`config.mk`:
```
export PLATFORM = sky130hd
export DESIGN_NAME = text_blink_ctrl
export DESIGN_NICKNAME = d
export VERILOG_FILES = /design/src/rtl/text_blink_ctrl_pkg.sv /design/src/rtl/text_blink_ctrl_frame_tick_gen.sv /design/src/rtl/text_blink_ctrl.sv
export SDC_FILE = /design/constraint.sdc
export NUM_CORES = 1
export LEC_CHECK = 0
export ABC_AREA = 0
export CORE_MARGIN = 1
export CORE_UTILIZATION = 30
export CTS_CLUSTER_SIZE = 25
export DETAILED_ROUTE_END_ITERATION = 6
export PLACE_DENSITY = 0.49
export SYNTH_ARGS = -nofsm -noshare
export SYNTH_HDL_FRONTEND = slang
export SYNTH_SLANG_ARGS = --single-unit
```
`constraint.sdc`:
```
create_clock -name i_pclk -period 2.8 [get_ports i_pclk]
set_input_delay 0.56 -clock i_pclk [delete_from_list [all_inputs] [get_ports i_pclk]]
set_output_delay 0.56 -clock i_pclk [all_outputs]
set_load 0.1 [all_outputs]
```
`src/rtl/text_blink_ctrl_pkg.sv`:
```
// Shared encodings and sizing helpers for the text blink sequencer.
// Optional HOLD end state is enabled by TEXT_BLINK_HOLD_EN.
package text_blink_ctrl_pkg;

  typedef enum logic [2:0] {
    StIdle  = 3'd0,
    StArmed = 3'd1,
    StOn    = 3'd2,
    StOff   = 3'd3,
    StHold  = 3'd4
  } blink_state_e;

  localparam int unsigned BLINK_CNT_W = 8;

  // A zero-length phase would never end, so it is stretched to one frame.
  function automatic int unsigned frames_eff(input int unsigned frames);
    return (frames == 0) ? 1 : frames;
  endfunction

  function automatic int unsigned frame_cnt_width(input int unsigned on_frames,
                                                  input int unsigned off_frames);
    int unsigned longest;
    int unsigned width;
    longest = (on_frames > off_frames) ? on_frames : off_frames;
    width   = $clog2(longest);
    return (width < 1) ? 1 : width;
  endfunction

endpackage

```
`src/rtl/text_blink_ctrl_frame_tick_gen.sv`:
```
// Vsync rising-edge detector: combinational tick plus a registered one-cycle frame pulse.
module frame_tick_gen (
  input  logic i_pclk,
  input  logic i_rst_n,
  input  logic i_vsync,
  output logic o_tick,
  output logic o_frame_tick
);

  logic vsync_q;
  logic frame_tick_q;

  assign o_tick       = i_vsync & ~vsync_q;
  assign o_frame_tick = frame_tick_q;

  always_ff @(posedge i_pclk or negedge i_rst_n) begin
    if (!i_rst_n) begin
      vsync_q      <= 1'b0;
      frame_tick_q <= 1'b0;
    end else begin
      vsync_q      <= i_vsync;
      frame_tick_q <= o_tick;
    end
  end

endmodule

```
`src/rtl/text_blink_ctrl.sv`:
```
// Frame-synchronous ON/OFF blink sequencer driving the text overlay hide input.
// Define TEXT_BLINK_HOLD_EN to park in a steady-visible HOLD state after the last blink.
module text_blink_ctrl #(
  parameter int unsigned ON_FRAMES     = 30,
  parameter int unsigned OFF_FRAMES    = 30,
  parameter int unsigned BLINK_COUNT   = 0,
  parameter int unsigned MSG_SEL_WIDTH = 2
) (
  input  logic                     i_pclk,
  input  logic                     i_rst_n,
  input  logic                     i_vsync,
  input  logic                     i_start,
  input  logic                     i_stop,
  input  logic [MSG_SEL_WIDTH-1:0] i_msg_sel,
  output logic                     o_hide,
  output logic [MSG_SEL_WIDTH-1:0] o_msg_sel,
  output logic                     o_busy,
  output logic                     o_done,
  output logic                     o_frame_tick
);

  import text_blink_ctrl_pkg::*;

  localparam int unsigned ON_EFF  = frames_eff(ON_FRAMES);
  localparam int unsigned OFF_EFF = frames_eff(OFF_FRAMES);
  localparam int unsigned FRAME_W = frame_cnt_width(ON_EFF, OFF_EFF);

  localparam logic [FRAME_W-1:0]     ON_LAST      = FRAME_W'(ON_EFF - 1);
  localparam logic [FRAME_W-1:0]     OFF_LAST     = FRAME_W'(OFF_EFF - 1);
  localparam logic [BLINK_CNT_W-1:0] BLINK_TGT    = BLINK_CNT_W'(BLINK_COUNT);
  localparam bit                     BLINK_FINITE = (BLINK_COUNT != 0);

  blink_state_e             state_q;
  logic [FRAME_W-1:0]       frame_cnt_q;
  logic [FRAME_W-1:0]       frame_cnt_inc;
  logic [BLINK_CNT_W-1:0]   blink_cnt_q;
  logic [BLINK_CNT_W-1:0]   blink_cnt_inc;
  logic                     stop_pend_q;
  logic                     hide_q;
  logic                     busy_q;
  logic                     done_q;
  logic [MSG_SEL_WIDTH-1:0] msg_sel_q;
  logic                     tick;

  frame_tick_gen u_frame_tick_gen (
    .i_pclk       (i_pclk),
    .i_rst_n      (i_rst_n),
    .i_vsync      (i_vsync),
    .o_tick       (tick),
    .o_frame_tick (o_frame_tick)
  );

  assign frame_cnt_inc = frame_cnt_q + FRAME_W'(1);
  assign blink_cnt_inc = blink_cnt_q + BLINK_CNT_W'(1);

  assign o_hide    = hide_q;
  assign o_msg_sel = msg_sel_q;
  assign o_busy    = busy_q;
  assign o_done    = done_q;

  always_ff @(posedge i_pclk or negedge i_rst_n) begin
    if (!i_rst_n) begin
      state_q     <= StIdle;
      frame_cnt_q <= '0;
      blink_cnt_q <= '0;
      stop_pend_q <= 1'b0;
      hide_q      <= 1'b1;
      busy_q      <= 1'b0;
      done_q      <= 1'b0;
      msg_sel_q   <= '0;
    end else begin
      done_q <= 1'b0;
      if (state_q == StIdle) begin
        // A stop in the same cycle cancels the start.
        if (i_start && !i_stop) begin
          state_q     <= StArmed;
          msg_sel_q   <= i_msg_sel;
          frame_cnt_q <= '0;
          blink_cnt_q <= '0;
          stop_pend_q <= 1'b0;
          hide_q      <= 1'b1;
          busy_q      <= 1'b1;
        end
      end else begin
        if (i_stop) begin
          stop_pend_q <= 1'b1;
        end
        if (tick) begin
          if (stop_pend_q) begin
            state_q     <= StIdle;
            frame_cnt_q <= '0;
            stop_pend_q <= 1'b0;
            hide_q      <= 1'b1;
            busy_q      <= 1'b0;
          end else begin
            unique case (state_q)
              StArmed: begin
                state_q     <= StOn;
                frame_cnt_q <= '0;
                hide_q      <= 1'b0;
              end
              StOn: begin
                if (frame_cnt_q == ON_LAST) begin
                  state_q     <= StOff;
                  frame_cnt_q <= '0;
                  hide_q      <= 1'b1;
                end else begin
                  frame_cnt_q <= frame_cnt_inc;
                end
              end
              StOff: begin
                if (frame_cnt_q == OFF_LAST) begin
                  blink_cnt_q <= blink_cnt_inc;
                  frame_cnt_q <= '0;
                  if (BLINK_FINITE && (blink_cnt_inc == BLINK_TGT)) begin
                    done_q <= 1'b1;
`ifdef TEXT_BLINK_HOLD_EN
                    state_q <= StHold;
                    hide_q  <= 1'b0;
`else
                    state_q     <= StIdle;
                    stop_pend_q <= 1'b0;
                    hide_q      <= 1'b1;
                    busy_q      <= 1'b0;
`endif
                  end else begin
                    state_q <= StOn;
                    hide_q  <= 1'b0;
                  end
                end else begin
                  frame_cnt_q <= frame_cnt_inc;
                end
              end
`ifdef TEXT_BLINK_HOLD_EN
              StHold: begin
                hide_q <= 1'b0;
              end
`endif
              default: begin
                state_q     <= StIdle;
                frame_cnt_q <= '0;
                stop_pend_q <= 1'b0;
                hide_q      <= 1'b1;
                busy_q      <= 1'b0;
              end
            endcase
          end
        end
      end
    end
  end

endmodule

```
# --- After elaboration in Yosys (flattened, before gate mapping) ---
# Index checks and enable logic that the tools add are counted.
totals:
  regBits: 15
  word_cells: 59
op_classes:
  n_eq_ne: 8
  n_bitwise: 2
  muxes: 30
  reduce_logical: 10
  add_sub_neg: 1
op_table:
  columns: ["operator", "count"]
  rows:
  - ["2-to-1 mux 5 bit", 6]
  - ["2-to-1 mux 3 bit", 6]
  - ["2-to-1 mux 1 bit", 16]
  - ["case mux 3 bit (3 select lines)", 1]
  - ["inequality test 4 bit, second input constant", 2]
  - ["equality test 3 x 2 -> 1 bit, second input constant", 2]
  - ["adder 5 x 1 -> 5 bit, second input constant", 1]
  - ["equality test 5 bit, second input constant", 1]
  - ["AND reduction 2 bit", 2]
  - ["AND reduction 4 bit", 1]
  - ["equality test 3 x 1 -> 1 bit, second input constant", 1]
  - ["zero test 3 bit", 1]
  - ["inequality test 3 x 1 -> 1 bit, second input constant", 1]
  - ["case mux 1 bit (3 select lines)", 1]
  - ["AND reduction 3 bit", 1]
  - ["OR reduction 3 bit", 1]
  - ["inequality test 2 x 1 -> 1 bit, second input constant", 1]
  - ["nonzero test 2 bit", 1]
  - ["OR reduction 2 bit", 1]
  - ["AND 1 bit", 1]
  - ["logical AND 1 bit", 1]
  - ["zero test 1 bit", 1]
  - ["NOT 1 bit", 1]

# --- Logic depth before layout (Yosys ltp) ---
# Gate-level depths: netlist (run 1).
logic_depth:
  ltp_word: 6
  ltp_mapped: 6
  depth_no_buf: 6

# --- Hierarchy ---
# From an unflattened synthesis (run 1), not the netlist that was laid out.
hier_totals:
  hier_cells: 58
  area_unflattened_um2: 680.7
by_module_without_submodules:
  columns: ["module", "cells_each", "area_per_inst_um2", "n_inst"]
  rows:
  - ["text_blink_ctrl", 55, 616.8, 1]
  - ["frame_tick_gen", 3, 63.8, 1]

# --- Worst setup path after synthesis (run 1) ---
# OpenSTA, ideal clock, no wires.
synth_timing:
  kind: "flip-flop to flip-flop"
  from: "reg state_q[1]"
  to: "reg state_q[0]"
  stages_incl_launch_ff: 5
  arrival_time_ns: 1.361
  required_ns: 2.675
  n_path_buf: 0
  synth_period_minus_slack_ns: 1.486
  path_slack_ns: 1.314
  path_cell_list: "dfrtp_1 or2_2 a21o_4 nand2_2 mux2_4"
synth_between:
  elab_chain_len: 5
  elab_cells_between_ends: 13
  classes_between: "eq/ne: 6; mux: 4; reduce/logical: 3"
synth_rtl:
  columns: ["element", "line_no", "rtl"]
  rows:
  - ["from (decl)", "text_blink_ctrl.sv:33", "blink_state_e state_q;"]
  - ["from (signal assigned)", "text_blink_ctrl.sv:63", "state_q <= StIdle;"]
  - ["from (signal assigned)", "text_blink_ctrl.sv:76", "state_q <= StArmed;"]
  - ["from (signal assigned)", "text_blink_ctrl.sv:90", "state_q <= StIdle;"]
  - ["equality test 3 x 2 -> 1 bit, or another cell as far along", null, null]
  - ["case mux 3 bit (3 select lines)", "text_blink_ctrl.sv:96", "unique case (state_q)"]
  - ["2-to-1 mux 3 bit", "text_blink_ctrl.sv:89", "if (stop_pend_q) begin"]
  - ["2-to-1 mux 3 bit", "text_blink_ctrl.sv:88", "if (tick) begin"]
  - ["2-to-1 mux 3 bit", "text_blink_ctrl.sv:73", "if (state_q == StIdle) begin"]
# Several ways; a longest one is shown, not always the timed one. The select of a mux whose other input is x is not followed.
# A chain may end at the register's enable or synchronous reset.

# --- Worst setup path in the final report (run 1) ---
layout_timing:
  from: "in i_vsync"
  to: "reg frame_cnt_q[4]"
layout_between:
  elab_chain_len: 3
layout_rtl:
  columns: ["element", "line_no", "rtl"]
  rows:
  - ["from (decl)", "text_blink_ctrl.sv:11", "input logic i_vsync,"]
  - ["AND 1 bit", "text_blink_ctrl_frame_tick_gen.sv:13", "assign o_tick = i_vsync & ~vsync_q;"]
  - ["nonzero test 2 bit (no line)", null, null]
  - ["AND reduction 2 bit (no line)", null, null]
  - ["to (signal assigned)", "text_blink_ctrl.sv:108", "frame_cnt_q <= frame_cnt_inc;"]
  - ["to (signal assigned)", "text_blink_ctrl.sv:131", "frame_cnt_q <= frame_cnt_inc;"]
  - ["to (decl)", "text_blink_ctrl.sv:34", "logic [FRAME_W-1:0] frame_cnt_q;"]
# Every way passes these cells.

==> results of run 1 <==
-- synth_stat cells --
cell | number | area [µm²]
sky130_fd_sc_hd__a21oi_1 | 4 | 20.0
sky130_fd_sc_hd__a21o_1 | 1 | 7.51
sky130_fd_sc_hd__or3_1 | 1 | 6.26
sky130_fd_sc_hd__o32ai_1 | 1 | 8.76
sky130_fd_sc_hd__a21o_2 | 1 | 8.76
sky130_fd_sc_hd__nand4_1 | 1 | 6.26
sky130_fd_sc_hd__nor2_1 | 1 | 3.75
sky130_fd_sc_hd__dfrtp_1 | 13 | 325
sky130_fd_sc_hd__buf_4 | 1 | 7.51
sky130_fd_sc_hd__and3b_2 | 1 | 10.0
sky130_fd_sc_hd__mux2_4 | 1 | 15.0
sky130_fd_sc_hd__o311ai_0 | 1 | 8.76
sky130_fd_sc_hd__nor4b_4 | 1 | 23.8
sky130_fd_sc_hd__dfstp_2 | 1 | 26.3
sky130_fd_sc_hd__o21ai_0 | 5 | 25.0
sky130_fd_sc_hd__a21o_4 | 1 | 15.0
sky130_fd_sc_hd__ha_1 | 2 | 25.0
sky130_fd_sc_hd__nand3_1 | 6 | 30.0
sky130_fd_sc_hd__nand3b_1 | 1 | 7.51
sky130_fd_sc_hd__or2_2 | 1 | 6.26
sky130_fd_sc_hd__nand2_2 | 1 | 6.26
sky130_fd_sc_hd__conb_1 | 1 | 3.75
sky130_fd_sc_hd__mux2_2 | 2 | 22.5
sky130_fd_sc_hd__inv_1 | 1 | 3.75
sky130_fd_sc_hd__nand4b_1 | 1 | 8.76
sky130_fd_sc_hd__nand2_1 | 5 | 18.8
sky130_fd_sc_hd__buf_2 | 1 | 5.00
sky130_fd_sc_hd__nor2b_1 | 2 | 12.5
sky130_fd_sc_hd__nor3b_1 | 1 | 7.51
-- stage by stage --
step | hold WS, ps | power (mW)
floorplan | 264 | 0.740
global route | 506 | 1.02
detailed placement | 467 | 0.851
CTS | 477 | 0.976
global placement | 466 | 0.848
finish | 481 | 0.963
-- cells by family (layout without fill, tap and decap cells) --
group	count (synthesis)	in the layout	synth area share [%]
compound gates	14	14	13.9
fa+ha+maj	2	2	3.70
buf+inv	3	16	2.41
flops	14	14	52.0
mux	3	3	5.55
other cells	1	1	0.555
simple gates	23	23	21.9
-- metal layers --
| layer | up-vias | share of wire (%) | global-route usage, % | routed length [µm] |
|---|---|---|---|---|
| met5 | - | 0 | 0 | 0 |
| met4 | 0 | 1.1 | 5.71 | 14 |
| met3 | 2 | 4.9 | 4.01 | 62 |
| met2 | 12 | 46 | 17.8 | 579 |
| met1 | 244 | 48 | 17.2 | 608 |
| li1 | 241 | - | - | - |
-- flip-flops by register name, indices dropped and copies added (netlist names) --
| signal | count |
|---|---|
| frame_cnt_q | 5 |
| o_msg_sel | 2 |
| state_q | 2 |
| o_busy | 1 |
| o_hide | 1 |
| stop_pend_q | 1 |
| u_frame_tick_gen.o_frame_tick | 1 |
| u_frame_tick_gen.vsync_q | 1 |
-- worst max-delay path, cell delays in order --
cell                              delay, ps
sky130_fd_sc_hd__clkdlybuf4s50_1        470
sky130_fd_sc_hd__nor2b_1                360
sky130_fd_sc_hd__nand4b_1               270
sky130_fd_sc_hd__or3_1                  400
sky130_fd_sc_hd__nand3_1                 80
-- placed cells by master, fill, tap and decap left out, types with 2 or more instances in the layout --
| master | n |
|---|---|
| sky130_fd_sc_hd__dfrtp_1 | 13 |
| sky130_fd_sc_hd__nand3_1 | 6 |
| sky130_fd_sc_hd__clkdlybuf4s50_1 | 6 |
| sky130_fd_sc_hd__nand2_1 | 5 |
| sky130_fd_sc_hd__o21ai_0 | 5 |
| sky130_fd_sc_hd__buf_4 | 5 |
| sky130_fd_sc_hd__a21oi_1 | 4 |
| sky130_fd_sc_hd__clkbuf_4 | 3 |
| sky130_fd_sc_hd__nor2b_1 | 2 |
| sky130_fd_sc_hd__mux2_2 | 2 |
| sky130_fd_sc_hd__ha_1 | 2 |
-- area by class of cell --
type | count | area, µm² | area share (%)
clock buffer | 4 | 26.3 | 3.20
multi-input combinational | 43 | 308 | 37.5
inverter | 1 | 3.75 | 0.457
sequential | 14 | 352 | 42.8
timing repair buffer | 11 | 97.6 | 11.9
tap | 27 | 33.8 | 4.12
-- worst min-delay path by stage --
stage | start | endpoint | cells past startpoint
6_report | u_frame_tick_gen.vsync_q | u_frame_tick_gen.o_frame_tick | 1
5_1_grt | u_frame_tick_gen.vsync_q | u_frame_tick_gen.o_frame_tick | 1
4_1_cts | u_frame_tick_gen.vsync_q | u_frame_tick_gen.o_frame_tick | 1
3_5_place_dp | u_frame_tick_gen.vsync_q | u_frame_tick_gen.o_frame_tick | 1
3_3_place_gp | u_frame_tick_gen.vsync_q | u_frame_tick_gen.o_frame_tick | 1
2_1_floorplan | i_rst_n | frame_cnt_q[0] | 0
-- where the power goes --
group          leakage (nW)  switching [mW]  total [mW]  internal [mW]
clock network        0.0150          0.0663       0.122         0.0553
registers             0.174          0.0855       0.362          0.277
logic                 0.171           0.332       0.479          0.148
==> flow_metrics.env, run 1 <==
export IMPL_outcome="finished, final reports clean"
export IMPL_post_cts_setup_buffers=0
export IMPL_drt_initial_drc_count=4
export IMPL_final_cell_count_no_fill=100
export IMPL_mappedNetlistArea_um2=676
export IMPL_worstPathArrival_ps=2140
export IMPL_min_period_ps=1920
export IMPL_maxSlewViolCount=0
export IMPL_cts_tree="done"
export IMPL_numPortBuffers=11
export IMPL_totalWireLength_um=1270
export IMPL_timing_worst_setup_path_type="in -> reg"
export IMPL_stdcell_area_um2=821
export IMPL_startpoint_type="input port"
export IMPL_synth_warning_count=0
export IMPL_total_leakage_power_nw=0.360
export IMPL_synth_seq_cells=14
export IMPL_grt_pass1_vias=483
export IMPL_synth_net_count=69
export IMPL_finalWorstSetupSlack_ps=883
export IMPL_grt_first_pass_wirelength_um=2260
export IMPL_cp_endpoint="frame_cnt_q[4]"
export IMPL_wire_per_inst_um=12.7
export IMPL_fmax_ghz=0.522
export IMPL_layout_drive_gt1_share_pct=24.7
export IMPL_timing_slew_headroom_pct=57.3
export IMPL_h_tree_depth=1
export IMPL_placed_cells=96
export IMPL_worst_ir_drop_vdd_mv=0.634
export IMPL_syn_inst=60
export IMPL_drc=0
export IMPL_worstRegToRegCells=4
export IMPL_regToRegEndpoint="state_q[0]"
export IMPL_insertedDiodeCount=0
export IMPL_critical_path_max_fanout=6
export IMPL_syn_area_per_cell_um2=11.3
export IMPL_area_of_the_placeable_core_um2=2040
export IMPL_cts_clk_slew_worst_paths_ps=90
export IMPL_post_cts_resized_instances=0
export IMPL_vias=499
export IMPL_netlist_cell_type_count=29
export IMPL_power_density_nw_per_um2=1170
export IMPL_grt_antenna_before_repair=0
export IMPL_worst_pin_slew_ps=638
export IMPL_hpwlAfterDp_um=918
export IMPL_worst_r2r_startpoint="state_q[1]"
export IMPL_maximum_number_of_pins_on_one_net_before_global_route_repair=15
export IMPL_postCtsHoldBufs=0
export IMPL_dp_slack_ps=586
export IMPL_gr_usage_all_layers_pct=12.5
export IMPL_die_area_um2=2450
export IMPL_drv_max_cap_violation_count=0
export IMPL_finalHoldViolations=0
export IMPL_filler_cell_count=219
export IMPL_final_setup_skew_ps=6.54
export IMPL_initial_core_util_pct=33.1
export IMPL_rsz0062_at_grt="false"
export IMPL_fp_dieW_um=49.5
export IMPL_setup_viol=0
export IMPL_die_h_um=49.5
export IMPL_timing_setup_tns_ps=0
export IMPL_crit_path_start="i_vsync"
export IMPL_number_of_standard_cell_rows_in_the_floorplan=16
export IMPL_average_vias_per_placed_instance=4.99
export IMPL_dpl_instance_area_um2=795
export IMPL_syn2layout_area_growth_pct=21.5
export IMPL_cp_end_kind="flip-flop"
export IMPL_clock_tree_root_cell="sky130_fd_sc_hd__clkbuf_4"
export IMPL_ctsLongestPathBuffers=2
export IMPL_gpl_final_weighted_congestion=0.737
export IMPL_synth_sequential_area_ratio_pct=52.0
export IMPL_ff2ff_setup_slack_ps=1210
export IMPL_design_final_nets=83
export IMPL_worst_endpoint_required_ps=3020
export IMPL_clock_sinks=14
export IMPL_cts_made_buffers=3
export IMPL_clk_insertion_delay_late_ps=280
export IMPL_postRouteAntennaNets=0
export IMPL_drt_first_pass_iters=2
export IMPL_num_io_pins=13
export IMPL_grt_ovfl_total=0
export IMPL_postLayoutCoreUtil_pct=40.2
export IMPL_post_route_period_util_pct=68.5
export IMPL_hp_class="reg -> reg"
Note: power is estimated with default switching activity, not from simulation.
==> run 2, diff against run 1 <==
==> constraint.sdc (replaced) <==
create_clock -name i_pclk -period 1.8 [get_ports i_pclk]
set_input_delay 0.36 -clock i_pclk [delete_from_list [all_inputs] [get_ports i_pclk]]
set_output_delay 0.36 -clock i_pclk [all_outputs]
set_load 0.1 [all_outputs]
==> run 2 against run 1 <==
  * Worst hold slack worse by 93 ps
  * Worst setup slack got worse by 670 ps
  * Critical path depth down 1
  * Combinational power up 86%
  * Sequential power increased by 62%
  * Clock skew down 3.9 ps
  * First-iteration DRC count increased by 50%
  * Non-clock buffer count increased by 6
  * Sequential share of layout area fell by 5.0 points
  * Count of clock-buffer cells in the layout unchanged
  * Wire length up 2.1%
==> flow_metrics.env, run 2 (same netlist as run 1, synthesis figures left out) <==
export IMPL_post_cts_setup_buffers=0
export IMPL_wire_per_inst_um=12.2
export IMPL_finalWorstSetupSlack_ps=211
export IMPL_p_sw_mw=0.780
export IMPL_drv_max_cap_violation_count=0
export IMPL_die_h_um=49.5
export IMPL_filler_cell_count=210
export IMPL_final_setup_skew_ps=2.64
export IMPL_clk_insertion_delay_late_ps=280
export IMPL_startpoint_type="flip-flop"
export IMPL_grt_ovfl_total=0
export IMPL_vias=507
export IMPL_insertedDiodeCount=0
export IMPL_min_period_ps=1590
export IMPL_comb_power_share_pct=53.5
export IMPL_mostFrequentLayoutCells="13 x sky130_fd_sc_hd__dfrtp_1, 6 x sky130_fd_sc_hd__nand3_1, 6 x sky130_fd_sc_hd__clkdlybuf4s50_1, 6 x sky130_fd_sc_hd__buf_4"
export IMPL_power_density_nw_per_um2=1800
export IMPL_most_common_cell_after_layout_fill_and_taps_aside="sky130_fd_sc_hd__dfrtp_1"
export IMPL_timing_critical_path_cells="or2_2 > a21o_4 > nand2_2 > mux2_4"
export IMPL_worstPathArrival_ps=1760
export IMPL_timing_setup_tns_ps=0
export IMPL_cts_made_buffers=3
export IMPL_area_of_the_placeable_core_um2=2040
export IMPL_worst_path_buf_inv=0
export IMPL_post_route_period_util_pct=88.3
export IMPL_outcome="finished, final reports clean"
export IMPL_initial_core_util_pct=33.1
export IMPL_worst_ir_drop_vdd_mv=1.02
export IMPL_fmax_ghz=0.629
export IMPL_stdcell_area_um2=928
export IMPL_worst_endpoint_required_ps=1970
export IMPL_ctsLongestPathBuffers=2
export IMPL_power_clock_fraction_pct=11.3
export IMPL_p_sw_share_pct=46.8
export IMPL_hp_class="in -> async"
export IMPL_internal_power_mw=0.887
export IMPL_cts_clk_slew_worst_paths_ps=90
export IMPL_routed_top_layer="met3"
export IMPL_clock_tree_root_cell="sky130_fd_sc_hd__clkbuf_4"
export IMPL_dpl_instance_area_um2=902
export IMPL_gr_usage_all_layers_pct=11.8
export IMPL_sum_of_routed_wire_segments_on_met1_um=553
export IMPL_worst_hold_slack_ps=389
export IMPL_largest_register="frame_cnt_q"
export IMPL_grt_antenna_before_repair=0
export IMPL_met2WireLength_um=680
export IMPL_maximum_number_of_pins_on_one_net_before_global_route_repair=15
export IMPL_total_leakage_power_nw=0.411
export IMPL_grt_first_pass_wirelength_um=2110
export IMPL_number_of_standard_cell_rows_in_the_floorplan=16
export IMPL_slowest_library_cell_on_the_worst_path="sky130_fd_sc_hd__dfrtp_1"
export IMPL_numPortBuffers=11
export IMPL_critical_path_max_fanout=8
export IMPL_h_tree_depth=1
export IMPL_cts_tree="done"
export IMPL_fp_dieW_um=49.5
export IMPL_design_final_nets=89
export IMPL_hpwlAfterDp_um=1010
export IMPL_totalWireLength_um=1290
export IMPL_timing_worst_setup_path_type="reg -> reg"
export IMPL_num_io_pins=13
export IMPL_placed_cells=102
export IMPL_setup_viol=0
export IMPL_drt_first_pass_iters=2
export IMPL_post_cts_resized_instances=0
export IMPL_stage_delay_of_the_slowest_cell_on_the_critical_path_ps=480
export IMPL_drt_initial_drc_count=6
export IMPL_crit_path_max_delay_family="flip-flops"
export IMPL_postCtsHoldBufs=0
export IMPL_clock_sinks=14
export IMPL_layout_drive_gt1_share_pct=30.4
export IMPL_rsz0062_at_grt="false"
export IMPL_gpl_final_weighted_congestion=0.731
export IMPL_final_cell_count_no_fill=106
export IMPL_die_area_um2=2450
export IMPL_syn2layout_area_growth_pct=37.4
export IMPL_drc=0
export IMPL_maxSlewViolCount=0
export IMPL_largest_register_ffs=5
export IMPL_cp_end_kind="flip-flop"
export IMPL_met3_length_um=58
export IMPL_finalHoldViolations=0
export IMPL_postRouteAntennaNets=0
export IMPL_grt_pass1_vias=492
export IMPL_average_vias_per_placed_instance=4.78
export IMPL_share_seq_of_total_power_pct=35.3
export IMPL_dp_slack_ps=-11.1
## run 2: changes by cell type in the layout (fill, tap and decap cells not counted)
cell	delta
sky130_fd_sc_hd__buf_4	+1
sky130_fd_sc_hd__buf_12	+5
## run 2: area by class of cell
type | instances | area [µm²] | share of cell area (%)
Tap cell | 27 | 33.8 | 3.64
Inverter | 1 | 3.75 | 0.404
Multi-Input combinational cell | 43 | 308 | 33.2
Sequential cell | 14 | 352 | 37.9
Timing Repair Buffer | 17 | 205 | 22.1
Clock buffer | 4 | 26.3 | 2.83
## run 2: power by group through the flow
stage | sequential (mW) | combinational [mW] | clock, mW
floorplan | 0.886 | 0.265 | 0
global placement | 0.595 | 0.894 | 0
detailed placement | 0.597 | 0.900 | 0
CTS | 0.591 | 0.901 | 0.198
global route | 0.609 | 0.935 | 0.209
finish | 0.588 | 0.891 | 0.188
## run 2: final timing paths
path	from	endpoint	slack, ps	depth (start not counted)
max	state_q[1]	state_q[0]	210	4
min	i_rst_n	state_q[1]	390	2
max reg2reg	state_q[1]	state_q[0]	210	4
min reg2reg	o_hide	o_hide	520	2
max in group asynchronous	i_rst_n	o_hide	1170	2
min in group i_pclk	o_hide	o_hide	520	2
## run 2: through the flow
step	power, mW	utilization, %
3_3_place_gp	1.49	44.2
6_report	1.67	45.5
5_1_grt	1.75	45.5
2_1_floorplan	1.15	-
4_1_cts	1.69	45.5
3_5_place_dp	1.50	44.2
## run 2: layer usage
metal / vias to the layer above / GRT usage (%)
li1: 255 / -
met1: 240 / 13.2
met2: 12 / 20.8
met3: 0 / 5.56
met4: 0 / 1.43
met5: - / 0
## run 2: worst reg2reg max path, cell delays in order, from the launching register on
cell                      delay (ps)
sky130_fd_sc_hd__dfrtp_1         480
sky130_fd_sc_hd__or2_2           380
sky130_fd_sc_hd__a21o_4          250
sky130_fd_sc_hd__nand2_2          70
sky130_fd_sc_hd__mux2_4          290
